<file path="src/rtl/pipe_pkg.sv">
// pipe_pkg
// Shared definitions for the pipeline skid register slice: default payload and
// stall-counter widths, and the 2-bit occupancy state encoding used by
// pipe_skid_reg.
package pipe_pkg;

  localparam int DEFAULT_DATA_W = 32;
  localparam int DEFAULT_CNT_W  = 16;

  // Occupancy of the two-entry stage: nothing held, main only, main plus skid.
  typedef enum logic [1:0] {
    ST_EMPTY = 2'd0,
    ST_ONE   = 2'd1,
    ST_FULL  = 2'd2
  } skid_state_t;

endpackage

</file>
<file path="src/rtl/pipe_sat_cnt.sv">
// pipe_sat_cnt
// Saturating up-counter used to count stall cycles of the skid register.
// Ports:
//   clk  - rising-edge clock
//   rst  - synchronous active-high clear
//   inc  - add one this cycle (ignored once the count is all-ones)
//   cnt  - current count, W bits
module pipe_sat_cnt #(
  parameter int W = 16
) (
  input  logic         clk,
  input  logic         rst,
  input  logic         inc,
  output logic [W-1:0] cnt
);

  logic [W-1:0] r_cnt;

  // Count up on inc and stick at all-ones instead of wrapping, so a long
  // stall can never masquerade as a short one.
  always_ff @(posedge clk) begin
    if (rst) begin
      r_cnt <= '0;
    end else if (inc && (r_cnt != {W{1'b1}})) begin
      r_cnt <= r_cnt + 1'b1;
    end
  end

  assign cnt = r_cnt;

endmodule

</file>
<file path="src/rtl/pipe_skid_reg.sv">
// pipe_skid_reg
// Two-entry pipeline register with a skid entry, so in_ready is a pure
// register and never depends combinationally on out_ready. Data leaves in
// strict FIFO order; flush kills everything held.
// Ports:
//   clk, rst            - rising-edge clock, synchronous active-high reset
//   flush               - synchronous kill of all held entries
//   in_valid/in_data    - upstream offer
//   in_ready            - stage can accept this cycle (registered)
//   out_valid/out_data  - downstream offer (registered)
//   out_ready           - downstream accepts (low = stall)
//   stall_cnt           - only when PIPE_SKID_STALL_CNT_EN is defined: saturating
//                         count of cycles with out_valid=1 and out_ready=0,
//                         cleared by rst only
// Optional feature macro: PIPE_SKID_STALL_CNT_EN
module pipe_skid_reg
  import pipe_pkg::*;
#(
  parameter int DATA_W = DEFAULT_DATA_W,
  parameter int CNT_W  = DEFAULT_CNT_W
) (
  input  logic              clk,
  input  logic              rst,
  input  logic              flush,
  input  logic              in_valid,
  input  logic [DATA_W-1:0] in_data,
  output logic              in_ready,
  output logic              out_valid,
  output logic [DATA_W-1:0] out_data,
`ifdef PIPE_SKID_STALL_CNT_EN
  input  logic              out_ready,
  output logic [CNT_W-1:0]  stall_cnt
`else
  input  logic              out_ready
`endif
);

  skid_state_t       r_state;
  logic [DATA_W-1:0] r_main;
  logic [DATA_W-1:0] r_skid;
  logic              r_outValid;
  logic              r_inReady;

  logic              w_accept;
  logic              w_emit;
  logic [DATA_W-1:0] w_mainNext;

  // Handshakes are judged against the registered valid/ready the neighbours
  // see this cycle.
  assign w_accept = in_valid & r_inReady;
  assign w_emit   = r_outValid & out_ready;

  // The only mux on the main entry: refill from skid when draining FULL,
  // otherwise take the upstream beat.
  assign w_mainNext = (r_state == ST_FULL) ? r_skid : in_data;

  // Single FSM block owning both data entries and the registered handshake
  // outputs. rst beats flush, and flush beats every handshake, so a beat
  // accepted in a flush cycle is silently dropped. Draining to EMPTY keeps the
  // stale main value on out_data; only rst/flush zero the data.
  always_ff @(posedge clk) begin
    if (rst || flush) begin
      r_state    <= ST_EMPTY;
      r_main     <= '0;
      r_skid     <= '0;
      r_outValid <= 1'b0;
      r_inReady  <= 1'b1;
    end else begin
      case (r_state)
        ST_EMPTY: begin
          if (w_accept) begin
            r_main     <= w_mainNext;
            r_state    <= ST_ONE;
            r_outValid <= 1'b1;
            r_inReady  <= 1'b1;
          end
        end
        ST_ONE: begin
          if (w_accept && w_emit) begin
            r_main <= w_mainNext;
          end else if (w_accept) begin
            r_skid     <= in_data;
            r_state    <= ST_FULL;
            r_inReady  <= 1'b0;
          end else if (w_emit) begin
            r_state    <= ST_EMPTY;
            r_outValid <= 1'b0;
          end
        end
        ST_FULL: begin
          if (w_emit) begin
            r_main    <= w_mainNext;
            r_state   <= ST_ONE;
            r_inReady <= 1'b1;
          end
        end
        default: begin
          r_state    <= ST_EMPTY;
          r_outValid <= 1'b0;
          r_inReady  <= 1'b1;
        end
      endcase
    end
  end

  assign out_valid = r_outValid;
  assign out_data  = r_main;
  assign in_ready  = r_inReady;

`ifdef PIPE_SKID_STALL_CNT_EN
  logic w_stall;

  // A stall is a cycle where we offer data and downstream refuses it.
  assign w_stall = r_outValid & ~out_ready;

  pipe_sat_cnt #(
    .W (CNT_W)
  ) u_stallCnt (
    .clk (clk),
    .rst (rst),
    .inc (w_stall),
    .cnt (stall_cnt)
  );
`endif

endmodule

</file>
<file path="config.mk">
export PLATFORM = sky130hd
export DESIGN_NAME = pipe_skid_reg
export DESIGN_NICKNAME = d
export VERILOG_FILES = /design/src/rtl/pipe_pkg.sv /design/src/rtl/pipe_sat_cnt.sv /design/src/rtl/pipe_skid_reg.sv
export SDC_FILE = /design/constraint.sdc
export NUM_CORES = 1
export LEC_CHECK = 0
export CAP_MARGIN = 25
export CORE_MARGIN = 2
export CORE_UTILIZATION = 50
export CTS_CLUSTER_DIAMETER = 40
export CTS_CLUSTER_SIZE = 16
export DETAILED_ROUTE_END_ITERATION = 10
export PLACE_DENSITY = 0.74
export RECOVER_POWER = 100
export SYNTH_ARGS = -nofsm -noshare
export SYNTH_HDL_FRONTEND = slang
export SYNTH_HIERARCHICAL = 1
export SYNTH_SLANG_ARGS = --single-unit
</file>
<file path="constraint.sdc">
create_clock -name clk -period 1.52 [get_ports clk]
set_input_delay 0.228 -clock clk [delete_from_list [all_inputs] [get_ports clk]]
set_output_delay 0.228 -clock clk [all_outputs]
set_load 0.02 [all_outputs]
</file>
==> flow_summary_export.csv, run 1 <==
group,metric,value,unit
outcome,status,"finished, final reports clean",
setup_path,start_kind,"input pin",
floorplan,rows,30,
setup_path,cp.required,1780,ps
timing,min_period_over_period,95.11,%
synth,postSynth.asyncResetShare,0,%
setup_path,cp_max_fo,33,
finish,seq_area,1363,sq um
route,wl,7992,um
clock_tree,cts-root-buf,"clkbuf_8",
clock_tree,htree_levels,3,
clock_tree,cts.sinks,68,
timing,worst_slack,74.38,ps
setup_path,reg2reg_depth,4,
grt,antenna_found_initial,0,
synth,ys_warn_count,6,
grt,grt-ovfl-total,0,
floorplan,core_area,6681,sq um
clock_tree,clock_path_buffers,2,
power_and_ir_drop,peakVddDrop,0.5542,mV
floorplan,start_util,50.84,%
timing,fmax,0.6917,GHz
timing,finalClockSkew,12.68,ps
placed_design,dp_hpwl,5144,um
clock_tree,cts_tree,"done",
route,wl_per_cell,16.83,um
route,drtIter0Drc,182,
clock_tree,cts_buffers,9,
finish,diodes,0,
setup_path,reg2reg_from,"out_valid",
min_path,holdPathStages,3,
route,drt-met1-wl,3717,um
setup_path,crit_chain,"clkdlybuf4s50_1 -> a21bo_2 -> buf_12 -> a211oi_2 -> a211oi_1",
finish,fin_nets,427,
route,wl_met2,3861,um
grt,grt_pass1_wl,13130,um
run,cap_violations,0,
synth,syn_area_per_cell,10.48,sq um
setup_path,slowest_stage,"clkdlybuf4s50_1",
floorplan,pin_count,71,
route,ant_nets,0,
finish,fillers,566,
floorplan,die_area,7469,sq um
finish,multi_input_area,1697,sq um
power_and_ir_drop,power.density,940.2,nW/um^2
setup_path,r2r_end,"out_data[2]",
finish,area_delta_synth_final,26.26,%
timing,relSlewSlack,79.39,%
clock_tree,clk_transition_reported_paths,80,ps
setup_path,crit_arrival,1700,ps
setup_path,criticalPathCategory,"in -> reg",
finish,final_layout_size_suffix_gt1_share,23.04,%
min_path,min_from,"in_data[4]",
route,vias,2798,
synth,seq_area_frac_synth,40.07,%
synth,synth_cell_types,29,
synth,synth_flop_cell,"dfxtp_1",
finish,layout_commonest_cell,"dfxtp_1",
timing,hold_violations,0,
synth,yosysTopAreaCell,"dfxtp_1",
finish,final_cell_mix,"dfxtp_1, a211oi_2, a21oi_1, clkdlybuf4s50_1, dlygate4sd2_1",
synth,synth_top_area_share,40.07,%
setup_path,end_kind,"flop",
synth,synth_edf_count,0,
floorplan,die_y,86.43,um
synth,yosys-top-cells-area,"dfxtp_1, a211oi_2, mux2i_1",
placed_design,gp_congestion,0.7699,
route,highest_layer,"met4",
finish,final_area,4289,sq um
timing,rsz0062_at_grt,"false",
placed_design,place_ws,-244.5,ps
timing,finalMaxSlewViolations,0,
min_path,holdPathEnd,"r_skid[4]",
setup_path,cpPeakStageDelay,620,ps
synth,syn_area,3397,sq um
placed_design,placed_cell_area,4218,sq um
timing,period_needed,1446,ps
route,drt_pass1_iterations,4,
power_and_ir_drop,power.static_leakage,1.793,nW
grt,grt_max_degree,42,
synth,syn_nets,361,
placed_design,io_buffers,70,
min_path,hold_class,"in -> reg",
route,avgViaCountPerCell,5.891,
timing,setup_viol,0,
synth,synthCells,324,
setup_path,reg2reg_slack,80,ps
synth,synth_seq_cells,68,
clock_tree,ctsHoldBuffers,0,
grt,grt_pass1_vias,2743,
route,wl_met3,292,um
timing,worst-slew-pin-transition,309.1,ps
clock_tree,clk_latency,340,ps
route,drc,0,
floorplan,die_x,86.43,um
grt,grtUsageTotal,22.14,%
sequential cells by signal (all words and copies together) (netlist names):
signal / cells
out_data: 32
r_skid: 32
out_valid: 1
in_ready: 1
r_state: 2
where the power goes:
group	internal [mW]	switching, mW	total, mW
combinational	0.319	0.369	0.688
clock	0.801	0.670	1.47
sequential	1.83	0.0387	1.87
total	2.96	1.08	4.03
worst max-delay path, delay by kind of cell:
kind | cells | cell delay (ps)
buffers and inverters | 2 | 850
AOI/OAI and AO/OA | 3 | 620
what timing repair did:
item / in CTS / in global routing
cloned: 0 / 0
setup endpoints to repair: 34 / 1
buffers inserted: 0 / 0
gates resized for setup: 34 / 1
hold endpoints to repair: 0 / 0
layer usage:
layer / vias up / track usage, %
met1: 1363 / 29.39
met5: - / 0
met3: 10 / 3.524
met4: 0 / 9.517
li1: 1361 / -
met2: 64 / 35.73
worst max path at each step:
stage,start,end,slack [ps],cells after the start
floorplan,out_valid,out_data[31],150,5
global placement,in_valid,out_data[22],-190,5
detailed placement,out_ready,out_data[29],-240,5
CTS,out_valid,out_valid,70,1
global route,out_valid,out_data[2],10,4
finish,out_ready,out_data[2],70,5
logic make-up (layout without fill, tap and decap cells):
kind of cell | count (synthesis) | count (layout) | share of synthesized area, %
AO/OA/AOI/OAI | 141 | 141 | 35.36
flip-flops | 68 | 68 | 40.07
AND/OR/NAND/NOR | 44 | 44 | 6.851
buffers and inverters | 39 | 110 | 8.287
multiplexers | 32 | 32 | 9.429
Yosys cell counts, drive strengths merged, types with 2 or more instances:
master / n
mux2i: 32
clkbuf: 10
dfxtp: 68
nor2: 2
a21oi: 36
o21ai: 34
buf: 28
nand3: 32
nand2: 4
a21o: 2
a211oi: 64
area by class of cell:
cell class	count	area share (%)
Clock buffer	12	3.384
Clock inverter	4	1.138
Inverter	1	0.08751
Multi-Input combinational cell	217	39.56
Sequential cell	68	31.77
Tap cell	80	2.334
Timing Repair Buffer	93	21.73
stage by stage:
stage | std cells | setup TNS [ps] | power, mW | utilization, % | hold WS (ps)
6_report | 475 | 0 | 4.033 | 64.19 | 474.2
4_1_cts | 475 | 0 | 4.086 | 65.39 | 463.9
3_3_place_gp | 459 | -9120 | 2.649 | 63.13 | 459.2
3_5_place_dp | 459 | -11340 | 2.658 | 63.13 | 465.7
2_1_floorplan | 324 | 0 | 2.355 | - | 353.4
5_1_grt | 475 | 0 | 4.205 | 64.19 | 472.4
Note: power is estimated with default switching activity, not from simulation.
==> run 2, diff against run 1 <==
--- a/config.mk
+++ b/config.mk
@@ -13,6 +13,7 @@
 export DETAILED_ROUTE_END_ITERATION = 10
 export PLACE_DENSITY = 0.74
 export RECOVER_POWER = 100
+export SLEW_MARGIN = 15
 export SYNTH_ARGS = -nofsm -noshare
 export SYNTH_HDL_FRONTEND = slang
 export SYNTH_HIERARCHICAL = 1
==> results of run 2 <==
No change in the layout: final DEF, timing and power equal those of run 1.
==> run 3, diff against run 2 <==
--- a/config.mk
+++ b/config.mk
@@ -11,6 +11,7 @@
 export CTS_CLUSTER_DIAMETER = 40
 export CTS_CLUSTER_SIZE = 16
 export DETAILED_ROUTE_END_ITERATION = 10
+export HOLD_SLACK_MARGIN = 0.1
 export PLACE_DENSITY = 0.74
 export RECOVER_POWER = 100
 export SLEW_MARGIN = 15
==> results of run 3 <==
No change in the layout: final DEF, timing and power equal those of run 1.
==> patch: new RTL, config.mk and constraints of run 2 <==
The package constant `DEFAULT_DATA_W` goes from 32 to 16.
--- a/src/rtl/pipe_pkg.sv
+++ b/src/rtl/pipe_pkg.sv
@@ -4,7 +4,7 @@
 // pipe_skid_reg.
 package pipe_pkg;
 
-  localparam int DEFAULT_DATA_W = 32;
+  localparam int DEFAULT_DATA_W = 16;
   localparam int DEFAULT_CNT_W  = 16;
 
   // Occupancy of the two-entry stage: nothing held, main only, main plus skid.
Interface: changed (resized in_data and out_data); port bits go from 71 to 39. No check against the original RTL was run, so the function may have changed too.
==> patch against run 2 <==
Via count decreased by 39%; total power decreased by 52%; sequential cell count decreased by 32; wire length decreased by 41%; area after synthesis decreased by 48%; setup slack got worse by 33 ps; sequential share of layout area decreased by 1.9 points; design area decreased by 44%; critical endpoint is now out_data[15]$_SDFFE_PP0P_.
==> patch: results (changes against run 2) <==
- Post-CTS setup buffers: 0 (unchanged)
- Slew @ Worst Pin: 474 ps (was 309 ps)
- WL/cell: 17.2 um (was 16.8 um)
- Root Driver: clkbuf_4 (was clkbuf_8)
- Final Wtd Congestion: 0.797 (was 0.770)
- Worst-path maximum fanout: 16 (was 33)
- Iter 0 DRT Violations: 150 (was 182)
- Final-report hold violation count: 0 (unchanged)
- Clock transition at path regs: 110 ps (was 80 ps)
- Diode count: 0 (unchanged)
- Main flop type after synthesis: dfxtp_1 (unchanged)
- Vias: 1695 (was 2798)
- Largest net degree at the start of global routing: 25 (was 42)
- Status: completed (unchanged)
- Total global-route track usage: 0.253 (was 0.221)
- Maximum clock insertion buffer count: 2 (unchanged)
- First-pass GRT wire length: 8000 um (was 13100 um)
- Worst min path class: reg -> reg (was in -> reg)
- Async set-reset flop share out of synthesis: 0 (unchanged)
- Clock Skews: 9.74 ps (was 12.7 ps)
- Synth area leaders: dfxtp_1, mux2i_1, a2111oi_0 (was dfxtp_1, a211oi_2, mux2i_1)
- Clk Latency, worst-skew pair: 340 ps (about the same)
- Ratio of cells with drive above 1 in the final layout: 0.205 (was 0.230)
- Max frequency: 676 MHz (was 692 MHz)
- Port Buffers: 38 (was 70)
- Vias in the first global route: 1598 (was 2743)
- Place WS: -316 ps (was -245 ps)
- H-tree lvl count: 2 (was 3)
- VDD IR-drop max: 0.000533 V (was 0.000554 V)
- Cts bufs inserted: 5 (was 9)
- Syn Nets: 208 (was 361)
- DPL Wire Length: 3440 um (was 5140 um)
- Most frequent cells after synthesis: dfxtp_1, a21oi_1, a211oi_1, clkbuf_1, nand4_1 (was dfxtp_1, a211oi_2, a21oi_1)
- Leak Pwr: 1.00 nW (was 1.79 nW)
- Register area share after synthesis: 0.405 (was 0.401)
- Initial antenna violation count: 0 (unchanged)
- Fillers: 258 (was 566)
- Layout Nets: 250 (was 427)
- Cell area after placement: 2380 um2 (was 4220 um2)
- Synth warn: 6 (unchanged)
- Worst R2R Setup Slack: 40 ps (was 80 ps)
- TritonRoute pass-1 iters: 4 (unchanged)
- Post-synth cell types: 29 (unchanged)
-- patch: routing by layer --
metal / vias up / track usage / routed length (um)
li1: 829 / - / -
met1: 814 / 0.340 / 2200
met2: 47 / 0.400 / 2290
met3: 5 / 0.0714 / 206
met4: 0 / 0.0598 / 34
met5: - / 0 / 0
-- patch: path summary, 6_finish.rpt --
check,startpoint,to,cells past startpoint
min reg2reg,r_skid[10]$_SDFFE_PP0P_,r_skid[10]$_SDFFE_PP0P_,2
max reg2reg,r_state[1]$_SDFFE_PP0P_,out_data[15]$_SDFFE_PP0P_,3
min,r_skid[10]$_SDFFE_PP0P_,r_skid[10]$_SDFFE_PP0P_,2
max,r_state[1]$_SDFFE_PP0P_,out_data[15]$_SDFFE_PP0P_,3
-- patch: worst max-delay path: stages (launching register included) --
cell and delay [ps]:
dfxtp_1 390, and4bb_2 340, a211o_4 370, a211oi_1 280
-- patch: area by class of cell --
type / count / area [um2] / area share
Tap cell: 46 / 57.6 / 0.0238
Multi-Input combinational cell: 122 / 975 / 0.403
Inverter: 3 / 11.3 / 0.00465
Clock buffer: 7 / 65.1 / 0.0269
Timing Repair Buffer: 61 / 589 / 0.243
Sequential cell: 36 / 723 / 0.299
-- patch: stage by stage --
step / hold WS [ps] / cells / total power, mW
after global placement: 451 / 268 / 1.39
after global routing: 483 / 275 / 2.03
final: 476 / 275 / 1.94
after detailed placement: 462 / 268 / 1.40
after floorplan: 334 / 187 / 1.23
after CTS: 473 / 275 / 1.94
-- patch: cells by family (layout without fill, tap and decap cells) --
| group | Yosys count | after routing | synth area share |
|---|---|---|---|
| compound gates | 77 | 77 | 0.315 |
| buf+inv | 29 | 71 | 0.0850 |
| flops | 36 | 36 | 0.405 |
| mux | 16 | 16 | 0.0899 |
| simple gates | 29 | 29 | 0.105 |
-- patch: report_power, final --
part	internal (mW)	switching, mW	total [mW]
sequential	0.973	0.0192	0.992
clock	0.262	0.308	0.571
combinational	0.179	0.194	0.373
-- patch: repair_timing --
action / 4_1_cts / 5_1_grt
resized for setup: 19 / 5
hold buffers: 0 / 0
cloned: 0 / 0
setup endpoints to repair: 19 / 13
pin swaps: 0 / 0
